[config.mk]
export PLATFORM = sky130hd
export DESIGN_NAME = input_unit_fsm
export DESIGN_NICKNAME = d
export VERILOG_FILES = /design/src/rtl/input_unit_fsm.sv
export SDC_FILE = /design/constraint.sdc
export NUM_CORES = 1
export LEC_CHECK = 0
export BUFFER_PORTS_ARGS = -buffer_cell sky130_fd_sc_hd__buf_2
export CAP_MARGIN = 40
export CORE_ASPECT_RATIO = 1.4
export CORE_UTILIZATION = 45
export CTS_CLUSTER_SIZE = 10
export DETAILED_ROUTE_END_ITERATION = 6
export HOLD_SLACK_MARGIN = 0.1
export MAX_ROUTING_LAYER = met4
export PLACE_DENSITY_LB_ADDON = 0.05
export RECOVER_POWER = 50
export SLEW_MARGIN = 25
export SYNTH_ARGS = -nofsm -noshare
export SYNTH_HDL_FRONTEND = slang
export SYNTH_SLANG_ARGS = --single-unit
[constraint.sdc]
create_clock -name clk -period 4 [get_ports clk]
set_clock_uncertainty 0.15 [all_clocks]
set_input_delay 0 -clock clk [delete_from_list [all_inputs] [get_ports clk]]
set_output_delay 0 -clock clk [all_outputs]
set_load 0.1 [all_outputs]
[src/rtl/input_unit_fsm.sv]
// input_unit_fsm: router input port with flit FIFO, XY routing and switch request.
// Optional macro INPUT_UNIT_PKT_CNT_EN adds o_pkt_cnt (tail flits forwarded).

package noc_pkg;
    localparam int NUM_OF_PORTS = 5;
    localparam int PORT_W = $clog2(NUM_OF_PORTS);
    localparam int FLIT_COORD_W = 4;
    localparam int FLIT_DATA_W = 16;

    localparam logic [PORT_W-1:0] PORT_LOCAL = PORT_W'(0);
    localparam logic [PORT_W-1:0] PORT_NORTH = PORT_W'(1);
    localparam logic [PORT_W-1:0] PORT_EAST  = PORT_W'(2);
    localparam logic [PORT_W-1:0] PORT_SOUTH = PORT_W'(3);
    localparam logic [PORT_W-1:0] PORT_WEST  = PORT_W'(4);

    typedef enum logic [1:0] {
        NONE_FLIT = 2'd0,
        HEAD_FLIT = 2'd1,
        BODY_FLIT = 2'd2,
        TAIL_FLIT = 2'd3
    } FLIT_TYPE_t;

    typedef struct packed {
        logic                      valid;
        FLIT_TYPE_t                flit_type;
        logic [FLIT_COORD_W-1:0]   dst_x;
        logic [FLIT_COORD_W-1:0]   dst_y;
        logic [FLIT_DATA_W-2*FLIT_COORD_W-1:0] data;
    } HEAD_t;

    typedef struct packed {
        logic                   valid;
        FLIT_TYPE_t             flit_type;
        logic [FLIT_DATA_W-1:0] data;
    } TAIL_t;

    typedef union packed {
        HEAD_t head;
        TAIL_t tail;
    } FLIT_t;

    typedef enum logic [1:0] {
        IDLE    = 2'd0,
        ROUTING = 2'd1,
        WAITING = 2'd2,
        ACTIVE  = 2'd3
    } GLOBAL_STATE_t;
endpackage

module input_unit_fsm
    import noc_pkg::*;
#(
    parameter int BUF_DEPTH = 4,
    parameter int COORD_W = 4
) (
    input  logic                    clk,
    input  logic                    reset_n,
    input  logic [COORD_W-1:0]      i_router_x,
    input  logic [COORD_W-1:0]      i_router_y,
    input  FLIT_t                   i_flit,
    output logic                    o_ready,
    output logic [NUM_OF_PORTS-1:0] o_switch_req,
    input  logic [NUM_OF_PORTS-1:0] i_outport_ack,
    output FLIT_t                   o_flit,
    output GLOBAL_STATE_t           o_gstate,
    output logic [PORT_W-1:0]       o_route
`ifdef INPUT_UNIT_PKT_CNT_EN
    ,
    output logic [15:0]             o_pkt_cnt
`endif
);
    localparam int PTR_W = $clog2(BUF_DEPTH);
    localparam int CNT_W = PTR_W + 1;

    FLIT_t               mem [BUF_DEPTH];
    logic [PTR_W-1:0]    wr_ptr;
    logic [PTR_W-1:0]    rd_ptr;
    logic [CNT_W-1:0]    count;
    FLIT_t               head;
    logic                empty;
    logic                full;
    logic                push;
    logic                pop;
    logic                is_head;
    logic                is_tail;
    logic                drop;
    logic                send;
    GLOBAL_STATE_t       state;
    logic [PORT_W-1:0]   route;
    logic [PORT_W-1:0]   route_next;
    logic [COORD_W-1:0]  dst_x;
    logic [COORD_W-1:0]  dst_y;

    assign head    = mem[rd_ptr];
    assign empty   = (count == '0);
    assign full    = (count == CNT_W'(BUF_DEPTH));
    assign push    = i_flit.tail.valid && !full;
    assign is_head = (head.tail.flit_type == HEAD_FLIT);
    assign is_tail = (head.tail.flit_type == TAIL_FLIT);
    assign drop    = (state == IDLE) && !empty && !is_head;
    assign send    = (state == ACTIVE) && !empty;
    assign pop     = drop || send;
    assign dst_x   = COORD_W'(head.head.dst_x);
    assign dst_y   = COORD_W'(head.head.dst_y);

    // Flit storage; a slot is only read after its push has landed.
    always_ff @(posedge clk) begin
        if (push) mem[wr_ptr] <= i_flit;
    end

    // FIFO pointers and occupancy; reset flushes anything buffered.
    always_ff @(posedge clk) begin
        if (!reset_n) begin
            wr_ptr <= '0;
            rd_ptr <= '0;
            count  <= '0;
        end else begin
            if (push) wr_ptr <= wr_ptr + 1'b1;
            if (pop)  rd_ptr <= rd_ptr + 1'b1;
            unique case ({push, pop})
                2'b10:   count <= count + 1'b1;
                2'b01:   count <= count - 1'b1;
                default: ;
            endcase
        end
    end

    // Dimension-order XY route: X is resolved before Y, ties go local.
    always_comb begin
        route_next = PORT_LOCAL;
        if (dst_x > i_router_x)      route_next = PORT_EAST;
        else if (dst_x < i_router_x) route_next = PORT_WEST;
        else if (dst_y > i_router_y) route_next = PORT_NORTH;
        else if (dst_y < i_router_y) route_next = PORT_SOUTH;
    end

    // Packet FSM: wait for a head, route it, win the output, stream to tail.
    always_ff @(posedge clk) begin
        if (!reset_n) begin
            state <= IDLE;
            route <= '0;
        end else begin
            unique case (state)
                IDLE: begin
                    if (!empty && is_head) state <= ROUTING;
                end
                ROUTING: begin
                    route <= route_next;
                    state <= WAITING;
                end
                WAITING: begin
                    if (i_outport_ack[route]) state <= ACTIVE;
                end
                ACTIVE: begin
                    if (send && is_tail) state <= IDLE;
                end
                default: state <= IDLE;
            endcase
        end
    end

`ifdef INPUT_UNIT_PKT_CNT_EN
    logic [15:0] pkt_cnt;

    // Count packets whose tail has left toward the crossbar.
    always_ff @(posedge clk) begin
        if (!reset_n)            pkt_cnt <= '0;
        else if (send && is_tail) pkt_cnt <= pkt_cnt + 1'b1;
    end

    assign o_pkt_cnt = pkt_cnt;
`endif

`ifndef SYNTHESIS
    // A body/tail at the head in IDLE has lost its head flit upstream.
    always_ff @(posedge clk) begin
        if (reset_n && drop) $error("input_unit_fsm: discarded stray non-head flit");
    end
`endif

    assign o_ready      = !full;
    assign o_switch_req = (state == WAITING) ?
                          (NUM_OF_PORTS'(1) << route) : '0;
    assign o_flit       = send ? head : '0;
    assign o_gstate     = state;
    assign o_route      = route;

endmodule

### After elaboration in Yosys (flattened, before gate mapping)

Memories as Yosys holds them, arrays and structs flattened. A register that Yosys moved wholly into a read port is not among the register bits.
Cells that the tools add are included.

| word-level totals | value |
|---|---|
| flip-flop bits (word level) | 12 |
| memory bits (writable) | 76 |
| input bits | 34 |
| output and inout port bits | 30 |
| memories kept | 1 |

Memories:

| memory | words | bits a word | rd ports | clocked after memory_dff | write ports | line | text |
|---|---|---|---|---|---|---|---|
| mem | 4 | 19 | 1 | 1 | 1 | 75 | `FLIT_t mem [BUF_DEPTH];` |

| operators by class | value |
|---|---|
| add/sub/neg operators | 4 |
| $lt $le $gt $ge | 5 |
| equality and inequality tests | 11 |
| shifts and indexed selects | 1 |
| mux-type cells | 17 |
| reduce and logical (&&, ||, !) cells | 14 |

Operators with widths:

| operator | count |
|---|---|
| $mux 19 | 1 |
| $mux 2 | 7 |
| $eq 2x2->1 const B | 4 |
| $gt 4x4->1 | 2 |
| $lt 4x4->1 | 2 |
| $pmux 2 s4 | 1 |
| $eq 2x1->1 const B | 3 |
| $logic_and 1x1->1 | 6 |
| $mux 3 | 2 |
| $pmux 3 s2 | 1 |
| $mux 5 | 1 |
| $shl 1x3->5 const A | 1 |
| $add 2x1->2 const B | 2 |
| $lt 3x4->1 const B | 1 |
| $ne 2x1->1 const B | 2 |
| $add 3x1->3 const B | 1 |
| $bmux 1 s3 | 1 |
| $eq 3x3->1 const B | 1 |
| $logic_not 1->1 | 3 |
| $logic_not 3->1 | 1 |
| $mux 1 | 3 |
| $reduce_and 3->1 | 1 |
| $sub 3x1->3 const B | 1 |
| $logic_not 2->1 | 1 |
| 3 further kinds | 3 |

### Longest topological paths before layout

Gate-level depths: netlist of the first run.

| logic depth | value |
|---|---|
| depth after elaboration | 7 |
| mapped depth | 11 |

### Worst setup path before layout of the first run

Ideal clock, no wire load.

| timing | value |
|---|---|
| path kind | flip-flop to output port |
| start point | register state[1], in the netlist o_gstate[1] |
| end point | output port o_switch_req[0] |
| arrival time | 3761 ps |
| data required time | 3850 ps |
| slack | 89 ps |
| stages on the path, launching flop included | 4 |
| path through | dfxtp_1 -> ha_1 -> nor2b_1 -> nor3b_1 |

| between the ends | value |
|---|---|
| cells in the longest elaborated chain, start to end | 2 |

RTL lines:

| element | line | text |
|---|---|---|
| start: declaration | 88 | `GLOBAL_STATE_t state;` |
| start signal: assignment | 140 | `state <= IDLE;` |
| start signal: assignment | 145 | `if (!empty && is_head) state <= ROUTING;` |
| start signal: assignment | 149 | `state <= WAITING;` |
| $eq 2x2->1 | 182 | `assign o_switch_req = (state == WAITING) ?` |
| $mux 5 | 182 |  |
| end: declaration | 62 | `output logic [NUM_OF_PORTS-1:0] o_switch_req,` |

No other way between the ends.

==> results of run 1 <==
-- critical path, stage by stage (launching register included) --
cell and delay (ns):
dfxtp_1 0.35, buf_4 0.35, mux4_2 0.57, ha_1 0.30, nor2b_1 0.13, o21a_1 0.16, o21a_1 0.16, o21ai_1 0.19
o21bai_1 0.14, dlygate4sd3_1 0.55, a21oi_1 0.06
-- through the flow --
step / hold slack, ns / utilization [%] / worst slack, ns
3_5_place_dp: 0.0665 / 51.2 / 1.06
6_report: 0.117 / 57.1 / 0.755
3_3_place_gp: 0.0619 / 51.0 / 1.12
5_1_grt: 0.181 / 57.1 / 0.587
2_1_floorplan: -0.0511 / - / 0.0892
4_1_cts: 0.113 / 57.5 / 0.725
-- layout by cell type, fill, tap and decap left out, drive strengths merged, types with 7 or more instances in the layout --
master / count
clkbuf: 34
nand2: 10
dfxtp: 14
and3: 22
buf: 42
edfxtp: 76
ha: 18
nor2: 12
o21ai: 7
inv: 16
mux4: 19
dlygate4sd3: 24
-- path summary, 6_finish.rpt --
kind                                              from                       to  slack, ns  depth (start not counted)
worst max-delay path                          register  o_route[1]$_SDFFE_PN0N_       0.75                         10
worst min register to register  rd_ptr[1]$_SDFFE_PN0N_   rd_ptr[1]$_SDFFE_PN0N_       0.35                          2
worst min-delay path                     i_router_x[3]  o_route[0]$_SDFFE_PN0N_       0.12                          5
worst max register to register                register  o_route[1]$_SDFFE_PN0N_       0.75                         10
-- repair_timing --
action / in CTS / in global routing
hold buffers: 24 / 0
setup endpoints to repair: 0 / 0
endpoints found under the hold margin: 90 / 0
-- routing by layer --
layer,up-vias,part of all wire [%],global-route usage [%]
met3,10,4.0,4.84
li1,1125,-,-
met4,0,1.6,8.10
met2,52,51,30.5
met1,1149,43,22.5
met5,-,0,-
-- synth_stat cells, drive strengths merged --
cell type,number
clkinv,1
inv,16
nor3,2
fa,1
clkbuf,7
and2,1
o21ai,7
nand3,1
o21bai,1
nand2b,5
nor2,12
nand4,2
buf,3
o221ai,1
nand3b,2
ha,18
and3,22
mux2i,5
a41oi,1
o211a,1
xnor2,2
nor3b,1
edfxtp,76
nor2b,3
o21a,3
mux4,19
a21oi,6
or3,2
xor2,2
dfxtp,14
nand2,10
and3b,2
-- registers in the layout (all words and copies together) (netlist names), named ones only --
register	count
rd_ptr	2
mem	76
o_route	3
count	3
o_gstate	2
wr_ptr	2
-- area by class of cell --
cell class | count | area, sq um | share of cell area [%]
Inverter | 17 | 63.8 | 1.31
Clock inverter | 7 | 70.1 | 1.43
Multi-Input combinational cell | 132 | 1270 | 26.0
Tap cell | 105 | 131 | 2.69
Timing Repair Buffer | 91 | 562 | 11.5
Clock buffer | 9 | 225 | 4.61
Sequential cell | 90 | 2560 | 52.4
-- power groups by stage --
| stage | Clock [W] | Sequential, W | Combinational, W |
|---|---|---|---|
| floorplan | 0 | 0.00130 | 0.000599 |
| global placement | 0 | 0.00124 | 0.000839 |
| detailed placement | 0 | 0.00124 | 0.000859 |
| CTS | 0.000844 | 0.00122 | 0.000887 |
| global route | 0.000880 | 0.00123 | 0.000961 |
| finish | 0.000821 | 0.00122 | 0.000868 |
-- kinds of logic after synthesis --
kind of cell | count (synthesis)
adder cells (fa/ha/maj) | 19
flip-flops | 90
AO/OA/AOI/OAI | 20
XOR/XNOR | 4
AND/OR/NAND/NOR | 65
multiplexers | 24
buffers and inverters | 27
==> results.toml, run 1 <==
[synthesis]
synthAdderAreaFrac_pct = 6.22
syn-num-nets = 302
synthMuxAreaShare_pct = 12.4
yosys.area_share.simple_pct = 9.39
yosys_register_bits = 90
synth-compound-area-share_pct = 3.30
synth_top_area_cell = "edfxtp_1"
yosys_warnings = 0
seq_area_frac_synth_pct = 65.0
synth_top_family_by_area = "multiplexers"
synth_area_sq_um = 3940
synthTopCellsByArea = "edfxtp_1 58%, mux4_2 9.1%, dfxtp_1 7.1%"
synth_cell_types = 39
avgSynthCellArea_sq_um = 15.8
yosys.area_share.xor_xnor_pct = 0.888
synthDominantCellAreaShare_pct = 57.9
netlist_instances = 249

[die]
start_util_pct = 46.1
rows = 40
die_w_um = 81.1
ios = 64
core_sq_um = 8560
die-area_sq_um = 9150
die_y_um = 113

[grt]
first_global_vias = 2398
antenna_found_initial = 0
overflow = 0
gr-usage-all-layers_pct = 19.0
grt_max_degree = 21
grt_pass1_wl_mm = 12.0

[cts]
clkSinkCount = 90
cts_root_buf = "clkbuf_16"
clkLatencyLatePin_ns = 0.33
numCtsBuffers = 9
h-tree-depth = 3
max-clock-path-buffers = 2
cts_tree = "done"
ctsResizeCount = 0
cts_setup_buffers = 0
path_clk_slew_ns = 0.06

[pwr]
share_comb_of_total_power_pct = 29.9
powerDensity_nw_per_um2 = 595
p_sw_share_pct = 32.6
p_leak_nw = 1.89
pwr-share-seq_pct = 41.9
total_power_w = 0.00291
internal_power_w = 0.00196
switchingPower_w = 0.000949
p_clk_share_pct = 28.2
ir_worst_vdd_mv = 0.385

[critical_path]
worstPathRequired_ns = 4.07
crit_type = "reg -> reg"
arrival_ns = 3.31
end_kind = "register"
critPathMaxFanout = 18
worst_setup_path_start_kind = "register"

[sta]
finalSetupTns_ns = 0
hold_viol_final = 0
tightest_slew_ns = 1.16
rsz0062_at_grt = "false"
fmax_mhz = 308
period_share_pct = 81.1
max_slew_margin_pct = 23.0
setup_viol_count_final = 0
period_minus_slack_ns = 3.25
slew_violations = 0

[routing]
drtIter0Drc = 92
drc = 0
drtPass1Iterations = 4
wl_mm = 7.51
wire_per_inst_um = 16.6
vias = 2336
drtAntennaViolNets = 0
viasPerCell = 5.18

[placed_design]
dpl.hpwl_mm = 4.94
gp_congestion = 0.705
port_buffers = 63
placed_cells = 411
post_dp_cell_area_sq_um = 4380

[finish]
fill_cells = 717
nets = 394
syn_to_final_growth_pct = 23.9
drive_gt1_share_pct = 22.5
instances_no_fill = 451
fin_area_sq_um = 4890
antennaDiodeCount = 0

[worst_hold_path]
hold_class = "in -> reg"

[job]
maxCapViolCount = 0

[outcome]
status = "completed"
Note: power is estimated with default switching activity, not from simulation.
==> run 2: changes to the inputs <==
Settings changed: ABC_AREA from default to 1.
Clock period 4 ns to 2.7 ns, I/O delays scaled along.
==> run 2 against run 1 <==
  * Die area grew 4.5%
  * Critical path depth grew 4
  * Critical path type unchanged
  * Largest cell class unchanged
  * Largest power group is now combinational cells
  * Sequential cell count is the same
==> results.toml, run 2 <==
[routing]
wl_mm = 8.40
wire_per_inst_um = 14.1
viasPerCell = 5.01
drtPass1Iterations = 4
drc = 0
vias = 2986
drtAntennaViolNets = 0
drtIter0Drc = 131

[grt]
grt-busiest-layer = "met2"
first_global_vias = 2780
overflow = 0
grt_use_met2_pct = 32.3
gr-usage-all-layers_pct = 18.9
grt_pass1_wl_mm = 13.3
antenna_found_initial = 0
met1_usage_pct = 22.4
grt_util_met3_pct = 2.94
grt_max_degree = 25

[cts]
numCtsBuffers = 9
h-tree-depth = 3
cts_tree = "done"
path_clk_slew_ns = 0.06
max-clock-path-buffers = 2
clkLatencyLatePin_ns = 0.33
cts_root_buf = "clkbuf_16"
cts_setup_buffers = 0
clkSinkCount = 90

[job]
maxCapViolCount = 0

[pwr]
ir_worst_vdd_mv = 0.680
p_leak_nw = 2.06
powerDensity_nw_per_um2 = 926

[outcome]
status = "completed"

[sta]
fmax_mhz = 418
rsz0062_at_grt = "false"
max_slew_margin_pct = 23.0
period_minus_slack_ns = 2.39
slew_violations = 0
setup_viol_count_final = 0
tightest_slew_ns = 1.16
hold_viol_final = 0
period_share_pct = 88.6

[synthesis]
yosys_register_bits = 90
synth-edff-count = 76
synthDominantCellAreaShare_pct = 55.3
seq_area_frac_synth_pct = 62.1
synthTopCellsByArea = "edfxtp_1 55%, nor2_1 7.2%, dfxtp_1 6.8%"
synth-async-reset-ratio_pct = 0
yosys_warnings = 0
avgSynthCellArea_sq_um = 10.5
syn-num-nets = 444
synth_top_area_cell = "edfxtp_1"
netlist_instances = 391
synth_area_sq_um = 4120
ys.flop_type = "edfxtp_1"
post-synth-top-count-cell = "nor2_1"
synth_common_cells = "79 x nor2_1, 76 x edfxtp_1, 43 x nand2_1, 34 x o21ai_0, 33 x inv_1"
synth_cell_types = 31

[critical_path]
crit_type = "reg -> reg"
crit_chain = "inv_2 -> nand2_1 -> nand3_2 -> nand2_1 -> nand2_2 -> nand3_2 -> nand2_2 -> ha_1 -> inv_1 -> fa_1 -> a21oi_1 -> o21ai_0 -> o21ai_0 -> a21oi_1"
arrival_ns = 2.47
critPathMaxFanout = 7
critical-path-top-delay-family = "simple AND/OR/NAND/NOR gates"
end_kind = "register"
slowest_stage = "dfxtp_1"
cpPeakStageDelay_ns = 0.38
worstPathRequired_ns = 2.77
path_buf_inv = 2
worst_setup_path_start_kind = "register"

[placed_design]
dpl.hpwl_mm = 5.78
port_buffers = 63
post_dp_cell_area_sq_um = 4710
gp_congestion = 0.832

[finish]
antennaDiodeCount = 0
drive_gt1_share_pct = 20.4
utilization_pct = 57.2
nets = 537
multi_input_area_sq_um = 1390
largest_register_ffs = 76
syn_to_final_growth_pct = 24.4
mostFrequentLayoutCells = "76 x nor2_1, 76 x edfxtp_1, 44 x nand2_1, 37 x buf_2"
fin_area_sq_um = 5130
fill_cells = 796
largest-register = "mem"
regArea_sq_um = 2560

[die]
rows = 41
start_util_pct = 45.9
die-area_sq_um = 9560
core_sq_um = 8980
die_w_um = 82.9
die_y_um = 115
ios = 64

[worst_hold_path]
hold_class = "in -> reg"
run 2: cells by family after synthesis:
family / synth area share (%)
AND/OR/NAND/NOR: 17.0
flip-flops: 62.1
AO/OA/AOI/OAI: 9.25
buffers and inverters: 5.46
adder cells (fa/ha/maj): 5.95
XOR/XNOR: 0.212
run 2: per-layer routing:
layer	wire (um)	part of all wire, %
met2	4210	50
met3	263	3.1
met4	145	1.7
met5	0	0
met1	3780	45
run 2: path summary, 6_finish.rpt:
| kind | startpoint | to | slack (ns) | cells past startpoint |
|---|---|---|---|---|
| worst min register to register | count[2]$_SDFFE_PN0P_ | count[2]$_SDFFE_PN0P_ | 0.34 | 2 |
| worst max register to register | register | count[2]$_SDFFE_PN0P_ | 0.31 | 14 |
| worst min-delay path | i_router_x[0] | o_route[1]$_SDFFE_PN0N_ | 0.11 | 7 |
| worst max-delay path | register | count[2]$_SDFFE_PN0P_ | 0.31 | 14 |
run 2: tightest hold or removal path, delay by kind of cell:
kind | cells | cell delay (ns)
simple gates | 4 | 0.28
fa+ha+maj | 1 | 0.12
buf+inv | 1 | 0.09
compound gates | 1 | 0.05
run 2: stage by stage:
step	setup WS (ns)	hold slack (ns)	setup TNS, ns	cells	total power (W)
3_5_place_dp	0.319	0.0639	0	560	0.00367
2_1_floorplan	-0.364	-0.0511	-3.84	391	0.00326
3_3_place_gp	0.429	0.0621	0	560	0.00365
6_report	0.308	0.109	0	596	0.00475
5_1_grt	0.0584	0.169	0	596	0.00505
4_1_cts	0.288	0.112	0	596	0.00483
run 2: final cells by class:
| cell class | instances | share of cell area, % |
|---|---|---|
| sequential | 90 | 50.0 |
| multi-input combinational | 248 | 27.0 |
| timing repair buffer | 96 | 12.2 |
| clock buffer | 10 | 4.46 |
| inverter | 39 | 2.85 |
| tap | 107 | 2.61 |
| clock inverter | 6 | 0.829 |
run 2: power breakdown:
| group | leakage, nW | internal, W | switching [W] |
|---|---|---|---|
| Clock | 0.129 | 0.000625 | 0.000508 |
| Sequential | 0.813 | 0.00171 | 0.0000875 |
| Combinational | 1.12 | 0.000524 | 0.00130 |
| Total | 2.06 | 0.00286 | 0.00189 |
run 2: what timing repair did:
action | 4_1_cts | 5_1_grt
resized for setup | 0 | 0
hold endpoints to repair | 90 | 0
hold buffers | 20 | 0
